**config.mk**
```make
export PLATFORM = sky130hd
export DESIGN_NAME = g15_key_sync
export DESIGN_NICKNAME = d
export VERILOG_FILES = /design/src/rtl/g15_key_pkg.sv /design/src/rtl/g15_key_debounce.sv /design/src/rtl/g15_key_sync.sv
export SDC_FILE = /design/constraint.sdc
export NUM_CORES = 1
export LEC_CHECK = 0
export CORE_ASPECT_RATIO = 1.5
export CORE_MARGIN = 4
export CORE_UTILIZATION = 36
export CTS_CLUSTER_DIAMETER = 100
export DETAILED_ROUTE_END_ITERATION = 8
export GPL_TIMING_DRIVEN = 1
export HOLD_SLACK_MARGIN = 0.08
export RECOVER_POWER = 50
export SLEW_MARGIN = 20
export SYNTH_ARGS = -nofsm -noshare
export SYNTH_HDL_FRONTEND = slang
export SYNTH_SLANG_ARGS = --single-unit
```
**constraint.sdc**
```tcl
create_clock -name CLOCK -period 2 [get_ports CLOCK]
set_clock_uncertainty 0.2 [all_clocks]
set_input_delay 0.6 -clock CLOCK [delete_from_list [all_inputs] [get_ports CLOCK]]
set_output_delay 0.6 -clock CLOCK [all_outputs]
set_load 0.05 [all_outputs]
```
**src/rtl/g15_key_pkg.sv**
```systemverilog
// g15_key_pkg
// Shared types and helpers for the G-15 key synchroniser slice.
//   key_state_e  : presenter FSM states (idle / presenting an event)
//   KEY_IDX_*    : channel indices of the 13 standard typewriter function keys
//   lowest_set() : priority encoder returning the lowest set bit of a 32-bit vector
package g15_key_pkg;

  typedef enum logic {
    KS_IDLE    = 1'b0,
    KS_PRESENT = 1'b1
  } key_state_e;

  localparam int KEY_NUM_STD   = 13;
  localparam int KEY_IDX_CIR_S = 0;
  localparam int KEY_IDX_A     = 1;
  localparam int KEY_IDX_B     = 2;
  localparam int KEY_IDX_C     = 3;
  localparam int KEY_IDX_E     = 4;
  localparam int KEY_IDX_F     = 5;
  localparam int KEY_IDX_I     = 6;
  localparam int KEY_IDX_M     = 7;
  localparam int KEY_IDX_P     = 8;
  localparam int KEY_IDX_Q     = 9;
  localparam int KEY_IDX_R     = 10;
  localparam int KEY_IDX_S     = 11;
  localparam int KEY_IDX_T     = 12;

  // Scanning from the top down lets the lowest set bit overwrite any higher
  // one, so the result is the lowest index. An all-zero vector returns 0.
  function automatic logic [4:0] lowest_set(input logic [31:0] vec);
    logic [4:0] idx;
    idx = '0;
    for (int i = 31; i >= 0; i--) begin
      if (vec[i]) idx = 5'(i);
    end
    return idx;
  endfunction

endpackage

```
**src/rtl/g15_key_debounce.sv**
```systemverilog
// g15_key_debounce
// Single key channel: multi-flop synchroniser, stability counter, debounced
// level and a one-cycle press pulse on the debounced 0->1 edge.
// Ports:
//   clk_i   : system clock
//   rst_ni  : asynchronous active-low reset
//   raw_i   : raw asynchronous contact input (1 = closed)
//   level_o : debounced contact state
//   press_o : registered pulse, coincident with the level_o rise
module g15_key_debounce #(
  parameter int SYNC_STAGES     = 2,
  parameter int DEBOUNCE_CYCLES = 4
) (
  input  logic clk_i,
  input  logic rst_ni,
  input  logic raw_i,
  output logic level_o,
  output logic press_o
);

  localparam int CNT_W = $clog2(DEBOUNCE_CYCLES + 1);

  logic [SYNC_STAGES-1:0] sync_q;
  logic [CNT_W-1:0]       cnt_q, cnt_d;
  logic                   level_q, level_d;
  logic                   press_q, press_d;
  logic                   synced;
  logic                   differ;
  logic                   expire;

  assign synced = sync_q[SYNC_STAGES-1];
  assign differ = synced ^ level_q;
  assign expire = differ && (cnt_q == CNT_W'(DEBOUNCE_CYCLES - 1));

  // The counter only survives while the synchronised input disagrees with the
  // accepted level; any agreeing cycle restarts the stability window.
  always_comb begin
    cnt_d   = '0;
    level_d = level_q;
    press_d = 1'b0;
    if (differ) begin
      if (expire) begin
        level_d = synced;
        press_d = synced;
      end else begin
        cnt_d = cnt_q + CNT_W'(1);
      end
    end
  end

  always_ff @(posedge clk_i or negedge rst_ni) begin
    if (!rst_ni) begin
      sync_q  <= '0;
      cnt_q   <= '0;
      level_q <= 1'b0;
      press_q <= 1'b0;
    end else begin
      sync_q  <= {sync_q[SYNC_STAGES-2:0], raw_i};
      cnt_q   <= cnt_d;
      level_q <= level_d;
      press_q <= press_d;
    end
  end

  assign level_o = level_q;
  assign press_o = press_q;

endmodule

```
**src/rtl/g15_key_sync.sv**
```systemverilog
// g15_key_sync
// N-channel synchroniser/debouncer for typewriter function keys and switch
// contacts, with a one-at-a-time valid/ack press stream and overrun flag.
// Optional feature macro: G15_KEY_T0_ALIGN_EN adds input T0; events then
// leave idle only on T0 cycles so they align to drum word boundaries.
// Ports:
//   CLOCK       : system clock
//   rst_n       : asynchronous active-low reset
//   key_raw     : raw contact inputs, 1 = closed
//   enable      : ENABLE switch, 0 suppresses press capture
//   key_level   : debounced contact state
//   key_press   : one-cycle pulse on debounced 0->1
//   key_valid   : a press event is presented
//   key_code    : channel index of the presented event
//   key_ack     : consumer accepts the presented event
//   key_overrun : sticky, a press was lost
//   overrun_clr : clears key_overrun
//   T0          : word-time strobe (only with G15_KEY_T0_ALIGN_EN)
module g15_key_sync
  import g15_key_pkg::*;
#(
  parameter int NUM_KEYS        = 13,
  parameter int SYNC_STAGES     = 2,
  parameter int DEBOUNCE_CYCLES = 4,
  parameter int CODE_W          = (NUM_KEYS > 1) ? $clog2(NUM_KEYS) : 1
) (
  input  logic                CLOCK,
  input  logic                rst_n,
  input  logic [NUM_KEYS-1:0] key_raw,
  input  logic                enable,
  output logic [NUM_KEYS-1:0] key_level,
  output logic [NUM_KEYS-1:0] key_press,
  output logic                key_valid,
  output logic [CODE_W-1:0]   key_code,
  input  logic                key_ack,
  output logic                key_overrun,
  input  logic                overrun_clr
`ifdef G15_KEY_T0_ALIGN_EN
  ,
  input  logic                T0
`endif
);

  key_state_e          state_q, state_d;
  logic [NUM_KEYS-1:0] pending_q, pending_d;
  logic [NUM_KEYS-1:0] pendEff;
  logic [NUM_KEYS-1:0] setVec;
  logic [NUM_KEYS-1:0] consumeVec;
  logic [CODE_W-1:0]   code_q, code_d;
  logic                overrun_q, overrun_d;
  logic                loadEvt;
  logic                t0Ok;
  logic [4:0]          lowIdx;

  for (genvar i = 0; i < NUM_KEYS; i++) begin : g_chan
    g15_key_debounce #(
      .SYNC_STAGES    (SYNC_STAGES),
      .DEBOUNCE_CYCLES(DEBOUNCE_CYCLES)
    ) u_debounce (
      .clk_i  (CLOCK),
      .rst_ni (rst_n),
      .raw_i  (key_raw[i]),
      .level_o(key_level[i]),
      .press_o(key_press[i])
    );
  end

`ifdef G15_KEY_T0_ALIGN_EN
  assign t0Ok = T0;
`else
  assign t0Ok = 1'b1;
`endif

  // Pending bits are about to be wiped while enable is low, so they are
  // hidden from the presenter in that window rather than half-delivered.
  assign pendEff    = enable ? pending_q : '0;
  assign lowIdx     = lowest_set(32'(pendEff));
  assign consumeVec = loadEvt ? (NUM_KEYS'(1) << lowIdx) : '0;

  // Presenter: idle picks the lowest pending channel, present holds it
  // until acknowledged.
  always_comb begin
    state_d = state_q;
    code_d  = code_q;
    loadEvt = 1'b0;
    case (state_q)
      KS_IDLE: begin
        if ((|pendEff) && t0Ok) begin
          loadEvt = 1'b1;
          code_d  = CODE_W'(lowIdx);
          state_d = KS_PRESENT;
        end
      end
      KS_PRESENT: begin
        if (key_ack) state_d = KS_IDLE;
      end
      default: state_d = KS_IDLE;
    endcase
  end

  // A press on a channel that is being consumed in the same cycle re-arms
  // it cleanly; only a press landing on a still-waiting bit is lost.
  always_comb begin
    setVec    = key_press & {NUM_KEYS{enable}};
    pending_d = '0;
    if (enable) pending_d = (pending_q & ~consumeVec) | setVec;
    overrun_d = (|(setVec & pending_q & ~consumeVec)) |
                (overrun_q & ~overrun_clr);
  end

  always_ff @(posedge CLOCK or negedge rst_n) begin
    if (!rst_n) begin
      state_q   <= KS_IDLE;
      pending_q <= '0;
      code_q    <= '0;
      overrun_q <= 1'b0;
    end else begin
      state_q   <= state_d;
      pending_q <= pending_d;
      code_q    <= code_d;
      overrun_q <= overrun_d;
    end
  end

  assign key_valid   = (state_q == KS_PRESENT);
  assign key_code    = code_q;
  assign key_overrun = overrun_q;

endmodule

```
==> qor.yml <==
grt.overflow.total: 0
netlist.area_leader.share_pct: 60.5
dr_wl_met3_um: 272
synth-compound-area-share_pct: 6.96
synth_most_common_cell: "dfrtp_1"
timing.fmax_mhz: 484
htree_num_levels: 3
finalSetupTns_ns: -0.192
yosys.area_share.adder_pct: 3.58
synth_nets: 383
fin_nets: 445
row_count: 50
wl_met1_um: 3120
multi_input_area_sq_mm: 0.00159
wl_um: 8040
violations: "setup timing"
gp_congestion: 0.862
synthCells: 352
setup_slack_ns: -0.0666
grt_pass1_vias: 2954
synth.avg_cell_area_sq_um: 12.9
period_share_pct: 103
clk_pin_slew_worst_paths_ns: 0.07
place_area_sq_mm: 0.00557
dieArea_sq_mm: 0.0145
grt_setup_unrepaired: "true"
netlist_area_sq_mm: 0.00455
crit_chain: "nor4_4, nand4_1, nor3_2, nand2_1, a41oi_1, a41oi_1"
drive_above_1_share_pct: 29.0
pwr_density_cell_mw_per_mm2: 1330
diodes: 0
yosysSeqAreaShare_pct: 60.5
drt_iter0_drc: 58
fin_cells: 573
ys.flop_type: "dfrtp_1"
p_total_mw: 7.96
ys_types: 46
yosys.area_share.simple_pct: 17.2
area_growth_pct: 31.5
maxCapViolCount: 0
seq_area_sq_mm: 0.00276
synth_top_cells_by_area: "dfrtp_1 61%, buf_4 4.3%, nor3b_1 4.0%"
tightest_slew_ns: 0.462
numCtsBuffers: 9
avgRoutedWirePerCell_um: 14.0
synth-xor-area-share_pct: 2.50
yosys-top-cells-count: "110 x dfrtp_1, 26 x buf_4, 24 x nor3b_1"
synth_top_family_by_area: "simple AND/OR/NAND/NOR gates"
setup_viol: 4
cp_data_arrival_time_ns: 2.07
dp_hpwl_um: 5930
via_count: 2752
route.detailed.drc: 0
crit_fanout: 4
min_path_cells: 0
grt_max_degree: 60
grt_first_pass_wirelength_um: 13900
async_reset_ff_share_pct: 100
fillers: 1112
synth_edf_count: 0
clock_latency_ns: 0.34
placed_cells: 555
required_ns: 2.00
power_leakage_nw: 2.72
yosys_warnings: 0
stdcell_area_sq_mm: 0.00598
antenna_found_initial: 0
cp_common_cell: "a41oi_1"
dp_slack_ns: -0.554
vias_per_cell: 4.80
drv_slew: 0
slowest_delay_ns: 0.45
core_sq_mm: 0.0124
ys_ff_latch: 110
cts.sinks: 110
routed.top_layer: "met4"
ios: 50
antenna_left: 0
synth.largest_area_cell: "dfrtp_1"
status: "complete, but fails checks"
start_util_pct: 36.5
synthMuxAreaShare_pct: 3.47
cp_slowest_cell: "dfrtp_2"
die-height_um: 146
die_w_um: 99.8
io_buffer_count: 49
end_kind: "flop"
cts_root_buffer: "clkbuf_16"
min_period_ns: 2.07
dr.pass1.iters: 4
tritoncts: "done"
grt_use_total_pct: 12.0
rrSetupSlack_ns: -0.07
crit_path_start_kind: "flop"
clock_path_buffers: 2
dr_wl_met2_um: 4520
path_class: "reg2reg"
min_path_type: "reg2reg"
final_hold_viol_count: 0
relSlewSlack_pct: 68.7
reg2reg_depth: 6
ir_drop_uv: 773
-- state kept, by name, indices dropped and copies added (netlist names) --
register	cells
g_chan.u_debounce.cnt_q	39
g_chan.u_debounce.level_o	13
g_chan.u_debounce.press_o	13
g_chan.u_debounce.sync_q	26
key_code	4
key_overrun	1
key_valid	1
pending_q	13
-- area by class of cell --
type	count	area share, %
Clock buffer	10	3.99
Clock inverter	4	1.21
Inverter	7	0.439
Multi-Input combinational cell	204	26.6
Sequential cell	110	46.1
Tap cell	156	3.26
Timing Repair Buffer	82	18.4
-- metal layers --
layer / GRT usage [%] / up-vias
li1: - / 1329
met1: 13.2 / 1383
met2: 21.7 / 33
met3: 2.93 / 7
met4: 4.92 / 0
met5: 0 / -
-- final timing paths --
path / endpoint / start
min in group asynchronous: g_chan[2].u_debounce.sync_q[0]$_DFF_PN0_ / rst_n
max in group asynchronous: pending_q[0]$_DFF_PN0_ / rst_n
setup / recovery: key_overrun$_DFF_PN0_ / pending_q[0]$_DFF_PN0_
hold reg to reg: g_chan[12].u_debounce.sync_q[1]$_DFF_PN0_ / g_chan[12].u_debounce.sync_q[0]$_DFF_PN0_
hold / removal: g_chan[12].u_debounce.sync_q[1]$_DFF_PN0_ / g_chan[12].u_debounce.sync_q[0]$_DFF_PN0_
setup reg to reg: key_overrun$_DFF_PN0_ / pending_q[0]$_DFF_PN0_
-- report_power, final --
group / total [mW] / internal (mW) / leakage (nW) / switching (mW)
Sequential: 3.12 / 2.68 / 1.41 / 0.436
Clock: 1.86 / 1.12 / 0.150 / 0.749
Combinational: 2.98 / 1.52 / 1.15 / 1.45
Total: 7.96 / 5.32 / 2.72 / 2.64
-- logic make-up (layout without fill, tap and decap cells) --
group,Yosys count,count (layout)
simple gates,120,120
flops,110,110
compound gates,44,44
buf+inv,38,103
mux,14,14
fa+ha+maj,13,13
xor+xnor,13,13
-- what timing repair did --
item | CTS | global route
setup buffers | 1 | 3
setup endpoints to repair | 8 | 12
gates resized for setup | 10 | 17
hold endpoints to repair | 55 | 0
pin swaps | 4 | 11
hold buffers | 1 | 0
-- through the flow --
step	utilization, %	hold WS, ns
floorplan	-	0.104
global placement	44.8	0.133
detailed placement	44.8	0.136
CTS	47.6	0.144
global route	48.1	0.143
finish	48.1	0.140
-- critical path, delay by kind of cell (launching register included) --
family / cells / cell delay (ns)
compound gates: 2 / 0.34
simple gates: 4 / 0.94
flops: 1 / 0.45
-- cell usage in the layout, fill, tap and decap left out, types with 3 or more instances in the layout --
master,instances
buf_4,27
mux2_2,13
clkbuf_16,9
and3b_1,12
ha_1,13
o21ai_1,3
dlygate4sd3_1,14
inv_1,7
a21oi_2,5
nor3_1,15
dfrtp_2,3
nand3_1,3
nor2_1,8
o21a_1,7
nand2_1,13
buf_12,35
xnor2_1,13
nand4_1,3
nor2b_1,23
a21oi_1,9
nor3b_1,24
nand2b_1,4
dfrtp_1,107
No activity file was read; power rests on OpenSTA's default activity.
